$ cat src/rtl/forward_ctrl_pkg.sv
// forward_ctrl_pkg: forwarding encodings, opcodes and the select helper shared by decode and execute
package forward_ctrl_pkg;

   localparam logic [1:0] NO_FORWARD        = 2'b00;
   localparam logic [1:0] ONE_CYCLE_FORWARD = 2'b01;
   localparam logic [1:0] TWO_CYCLE_FORWARD = 2'b10;

   localparam logic [6:0] OPC_LUI    = 7'b0110111;
   localparam logic [6:0] OPC_AUIPC  = 7'b0010111;
   localparam logic [6:0] OPC_JAL    = 7'b1101111;
   localparam logic [6:0] OPC_JALR   = 7'b1100111;
   localparam logic [6:0] OPC_BRANCH = 7'b1100011;
   localparam logic [6:0] OPC_LOAD   = 7'b0000011;
   localparam logic [6:0] OPC_STORE  = 7'b0100011;
   localparam logic [6:0] OPC_OP_IMM = 7'b0010011;
   localparam logic [6:0] OPC_OP     = 7'b0110011;
   localparam logic [6:0] OPC_CSR    = 7'b1110011;

   // Youngest producer first: execute beats writeback when both match.
   function automatic logic [1:0] fwd_select(input logic used, input logic [4:0] rs,
                                             input logic x_we, input logic [4:0] x_rd,
                                             input logic w_we, input logic [4:0] w_rd);
      return (!used || rs == 5'd0)   ? NO_FORWARD :
             (x_we && rs == x_rd)    ? ONE_CYCLE_FORWARD :
             (w_we && rs == w_rd)    ? TWO_CYCLE_FORWARD : NO_FORWARD;
   endfunction

endpackage

$ cat src/rtl/forward_ctrl_if.sv
// forward_ctrl_if: decode-side controls and execute-side forwarding selects
interface forward_ctrl_if;
   import forward_ctrl_pkg::*;

   logic        stall;
   logic        flush;
   logic [31:0] id_instruction;
   logic [1:0]  a_forward_select;
   logic [1:0]  b_forward_select;
   logic [4:0]  x_rd;
   logic [4:0]  w_rd;

   modport master (
      output stall, flush, id_instruction,
      input  a_forward_select, b_forward_select, x_rd, w_rd
   );

   modport slave (
      input  stall, flush, id_instruction,
      output a_forward_select, b_forward_select, x_rd, w_rd
   );

endinterface

$ cat src/rtl/forward_ctrl_reg_usage_decode.sv
// reg_usage_decode: which source registers an instruction reads and whether it writes rd
module reg_usage_decode
   import forward_ctrl_pkg::*;
(
   input  logic [31:0] i_instruction,
   output logic        o_rs1_used,
   output logic        o_rs2_used,
   output logic        o_rd_we,
   output logic [4:0]  o_rs1,
   output logic [4:0]  o_rs2,
   output logic [4:0]  o_rd
);

   logic [6:0] w_opc;

   assign w_opc = i_instruction[6:0];
   assign o_rs1 = i_instruction[19:15];
   assign o_rs2 = i_instruction[24:20];
   assign o_rd  = i_instruction[11:7];

   // Classify by opcode; immediate CSR forms (funct3[2]=1) carry a uimm in the rs1 field.
   always_comb begin
      o_rd_we    = (w_opc == OPC_LUI || w_opc == OPC_AUIPC || w_opc == OPC_JAL ||
                    w_opc == OPC_JALR || w_opc == OPC_LOAD || w_opc == OPC_OP_IMM ||
                    w_opc == OPC_OP || w_opc == OPC_CSR) && (o_rd != 5'd0);
      o_rs1_used = w_opc == OPC_JALR || w_opc == OPC_BRANCH || w_opc == OPC_LOAD ||
                   w_opc == OPC_STORE || w_opc == OPC_OP_IMM || w_opc == OPC_OP ||
                   (w_opc == OPC_CSR && !i_instruction[14]);
      o_rs2_used = w_opc == OPC_BRANCH || w_opc == OPC_STORE || w_opc == OPC_OP;
   end

endmodule

$ cat src/rtl/forward_ctrl.sv
// forward_ctrl: tracks execute/writeback destinations and registers operand forwarding selects
module forward_ctrl
   import forward_ctrl_pkg::*;
(
   input  logic           clk,
   input  logic           rst,
   forward_ctrl_if.slave  bus
);

   logic       w_rs1_used;
   logic       w_rs2_used;
   logic       w_rd_we;
   logic [4:0] w_rs1;
   logic [4:0] w_rs2;
   logic [4:0] w_id_rd;
   logic [1:0] w_a_sel;
   logic [1:0] w_b_sel;

   logic [4:0] r_x_rd;
   logic       r_x_we;
   logic [4:0] r_w_rd;
   logic       r_w_we;
   logic [1:0] r_a_sel;
   logic [1:0] r_b_sel;

   reg_usage_decode u_decode (
      .i_instruction (bus.id_instruction),
      .o_rs1_used    (w_rs1_used),
      .o_rs2_used    (w_rs2_used),
      .o_rd_we       (w_rd_we),
      .o_rs1         (w_rs1),
      .o_rs2         (w_rs2),
      .o_rd          (w_id_rd)
   );

   // Compare the decoding instruction's sources against the two older destinations.
   always_comb begin
      w_a_sel = fwd_select(w_rs1_used, w_rs1, r_x_we, r_x_rd, r_w_we, r_w_rd);
      w_b_sel = fwd_select(w_rs2_used, w_rs2, r_x_we, r_x_rd, r_w_we, r_w_rd);
   end

   // Advance the destination history; a flushed slot enters execute as a non-writing bubble.
   always_ff @(posedge clk) begin
      if (rst) begin
         r_x_rd  <= 5'd0;
         r_x_we  <= 1'b0;
         r_w_rd  <= 5'd0;
         r_w_we  <= 1'b0;
         r_a_sel <= NO_FORWARD;
         r_b_sel <= NO_FORWARD;
      end else if (!bus.stall) begin
         r_w_rd  <= r_x_rd;
         r_w_we  <= r_x_we;
         r_x_rd  <= bus.flush ? 5'd0 : w_id_rd;
         r_x_we  <= bus.flush ? 1'b0 : w_rd_we;
         r_a_sel <= bus.flush ? NO_FORWARD : w_a_sel;
         r_b_sel <= bus.flush ? NO_FORWARD : w_b_sel;
      end
   end

   assign bus.a_forward_select = r_a_sel;
   assign bus.b_forward_select = r_b_sel;
   assign bus.x_rd             = r_x_rd;
   assign bus.w_rd             = r_w_rd;

endmodule

$ cat src/flat_wrapper.sv
// flat-port wrapper written by rule: the top's interface ports become plain ports
module forward_ctrl_flat import forward_ctrl_pkg::*;
  (clk, rst, bus_stall, bus_flush, bus_id_instruction, bus_a_forward_select, bus_b_forward_select, bus_x_rd, bus_w_rd);
  forward_ctrl_if bus_i ();
  input  logic clk;
  input  logic rst;
  input wire logic [$bits(bus_i.stall)-1:0] bus_stall;
  input wire logic [$bits(bus_i.flush)-1:0] bus_flush;
  input wire logic [$bits(bus_i.id_instruction)-1:0] bus_id_instruction;
  output wire logic [$bits(bus_i.a_forward_select)-1:0] bus_a_forward_select;
  output wire logic [$bits(bus_i.b_forward_select)-1:0] bus_b_forward_select;
  output wire logic [$bits(bus_i.x_rd)-1:0] bus_x_rd;
  output wire logic [$bits(bus_i.w_rd)-1:0] bus_w_rd;
  assign bus_i.stall = bus_stall;
  assign bus_i.flush = bus_flush;
  assign bus_i.id_instruction = bus_id_instruction;
  assign bus_a_forward_select = bus_i.a_forward_select;
  assign bus_b_forward_select = bus_i.b_forward_select;
  assign bus_x_rd = bus_i.x_rd;
  assign bus_w_rd = bus_i.w_rd;
  forward_ctrl u_core (.clk(clk), .rst(rst), .bus(bus_i));
endmodule
$ cat config.mk
export PLATFORM = sky130hd
export DESIGN_NAME = forward_ctrl_flat
export DESIGN_NICKNAME = d
export VERILOG_FILES = /design/src/rtl/forward_ctrl_pkg.sv /design/src/rtl/forward_ctrl_if.sv /design/src/rtl/forward_ctrl_reg_usage_decode.sv /design/src/rtl/forward_ctrl.sv /design/src/flat_wrapper.sv
export SDC_FILE = /design/constraint.sdc
export NUM_CORES = 1
export LEC_CHECK = 0
export ABC_AREA = 1
export CAP_MARGIN = 20
export CORE_ASPECT_RATIO = 0.75
export CORE_MARGIN = 5
export CORE_UTILIZATION = 40
export CTS_BUF_LIST = sky130_fd_sc_hd__clkbuf_8
export CTS_CLUSTER_DIAMETER = 200
export DETAILED_ROUTE_END_ITERATION = 6
export HOLD_SLACK_MARGIN = 0.03
export PLACE_DENSITY = 0.78
export SLEW_MARGIN = 20
export SYNTH_ARGS = -nofsm -noshare
export SYNTH_HDL_FRONTEND = slang
export SYNTH_HIERARCHICAL = 1
export SYNTH_SLANG_ARGS = --single-unit
$ cat constraint.sdc
create_clock -name clk -period 1.1 [get_ports clk]
set_input_delay 0.11 -clock clk [delete_from_list [all_inputs] [get_ports clk]]
set_output_delay 0.11 -clock clk [all_outputs]
set_load 0.03 [all_outputs]
==> run metrics <==
fmax=870.8 MHz; Synth Cell Area=1232 um2; drt pass-1 iters=5; vias in the first global route=1225; drt wl/cell=12.39 um; # clock sinks=16; busiest grt layer=met2; Hold Fails Final Rpt=0; Die Area=4303 um2; total of max-cap violations=0; # fillers=287; boundary pin count=50; sequential-to-total area share from yosys stat=0.2599; DP Area=1644 um2; failing checks=setup timing; placed instance count=275; Primary FF master, synth=dfxtp_1; met1 Use GR=0.2301; Netlist cell types=27; cell area power density=872.6 nW/um2; P_int=1107 uW; CTS tree=built; Synth Net Count=237; Placer Congestion=0.8803; critical path endpoint category=flop; Req. time, crit path=1.25 ns; crit share post-route=1.044; skew final=0.004111 ns; min cycle time layout=1.148 ns; share of Yosys cell area claimed by the top area cell type=0.2599; H-tree Lvls=1; syn avg cell area=6.132 um2; Die Height=58.07 um; clock latency on the worst-skew pair=0.25 ns; yosys warns=6; DR DRC count=0; hold crit path type=in -> reg; Core Footprint=2957 um2; Worst Path Max Fanout=6; via count=1349; Critical Path Source Type=flop; CTS clk-pin slew, worst paths=0.06 ns; post-synthesis register bit count=16; Worst VDD drop=0.0005009 V; Cells after Synth=201; Pwr Total=1559 uW; crit path kind=reg -> reg; Post-synth EDFFs=0; Layout Cells excl Fill=283; root buf cell=clkbuf_8; CP arrival=1.30 ns; area leader, netlist=dfxtp_1; gr usage total=0.1692; final worst setup slack=-0.04843 ns; global-route wire length before repair=5.602 mm; layout overhead on the synthesized area=44.97%; # setup viols final=2; RSZ-0062 raised after global routing=true; Layout Utilization=0.6043; Die Span X=74.10 um; port bufs=40; async set-reset flop share out of synthesis=0; antenna violation net count after detailed routing=0; worst-margin pin slew=0.2418 ns; post-route cell area=1787 um2; switching part of the total=0.2902; Synth area leaders=dfxtp_1, nand2_1, buf_4, nor2_1, inv_1; CTS Buffer Depth=2; Initial Utilization=0.4168; TNS Setup=-0.07957 ns; Seq pwr share=0.398; # rows=17; DR iter-0 viols=139; Final Max Tran Viols=0; grt ovf=0; antenna cells=0; Comb pwr share=0.268; sw power=452.5 uW; met3 Usage GRT=0.04853; final wirelength=3.507 mm; commonest cells in the netlist=nand2_1, nor2_1, inv_1, dfxtp_1, buf_4; TritonCTS Buffers=3; Post-CTS Hold Fix Bufs=0; most common cell in the synthesized netlist=nand2_1; outcome=finished, violations left; worst rel slew slack=0.8385; vias per inst=4.767; clock power share=0.334; largest net degree at the start of global routing=19; final net count=282; Leak=0.0008638 uW; Post-DP HPWL=2.561 mm; M2 GR Usage=0.2513; initial antenna violation count=0; share of cells above drive strength 1=0.3224
==> cells in the final DEF (no fill, tap or decap), drive strengths merged <==
master          n
nand2          71
buf            33
nor2           31
inv            23
dfxtp          16
dlygate4sd2    12
clkdlybuf4s50  11
a21oi          11
nand3           7
a211oi          5
o21ai           5
clkbuf          4
xor2            4
dlymetal6s2s    3
nand4           3
o21a            2
nor3            2
and2            1
o211a           1
==> kinds of logic (layout without fill, tap and decap cells) <==
logic type,Yosys count,in the layout,synth area share
compound gates,24,24,0.1218
flops,16,16,0.2599
simple gates,115,115,0.4091
xor+xnor,4,4,0.02842
buf+inv,42,86,0.1807
==> registers in the layout, indices dropped and copies added, names as in the netlist <==
register / count
u_core/bus.a_forward_select: 2
u_core/bus.x_rd: 5
u_core/r_w_we: 1
u_core/bus.w_rd: 5
u_core/bus.b_forward_select: 2
u_core/r_x_we: 1
==> area by class of cell <==
class,instances,area (um2),area share
Clock buffer,4,55.05,0.03081
Tap cell,38,47.55,0.02661
Sequential cell,16,337.8,0.1891
Multi-Input combinational cell,143,737.0,0.4125
Timing Repair Buffer,59,520.5,0.2913
Inverter,23,88.84,0.04972
==> power by group through the flow <==
stage	sequential, uW	clock (uW)	combinational, uW
2_1_floorplan	665	0	201
3_3_place_gp	635	0	397
3_5_place_dp	635	0	400
4_1_cts	620	532	404
5_1_grt	622	584	454
6_report	621	521	417
==> metal layers <==
metal  wire length [um]  vias to the layer above
li1                   -                      704
met1               1488                      570
met2               1601                       63
met3                333                       12
met4                 84                        0
met5                  0                        -
==> final timing paths <==
path	to	slack (ns)	startpoint	depth (start not counted)
worst max-delay path	u_core/bus.b_forward_select[1]	-0.05	u_core/bus.x_rd[0]	8
worst min-delay path	u_core/bus.x_rd[0]	0.43	bus_id_instruction[7]	3
worst max register to register	u_core/bus.b_forward_select[1]	-0.05	u_core/bus.x_rd[0]	8
worst min register to register	u_core/bus.b_forward_select[1]	0.49	u_core/bus.b_forward_select[1]	2
==> through the flow <==
stage                     setup WS [ns]  hold slack [ns]
after floorplan                0.009785           0.2722
after global placement          -0.3171           0.4644
after detailed placement        -0.4020           0.4600
after CTS                      -0.05757           0.4306
after global routing           -0.07512           0.4520
final                          -0.04843           0.4317
==> worst max-delay path: stages (launching register included) <==
cell	delay, ns
dfxtp_4	0.38
inv_2	0.05
nand2_2	0.06
o21ai_2	0.05
nor2_1	0.14
nand3_2	0.12
buf_6	0.14
nand3_2	0.06
a21oi_2	0.04
==> timing repair <==
item / CTS / global route
resized for setup: 24 / 18
setup buffers: 3 / 1
endpoints found under the setup margin: 8 / 5
pin swaps: 13 / 14
gates cloned: 0 / 0
No activity file was read; power rests on OpenSTA's default activity.
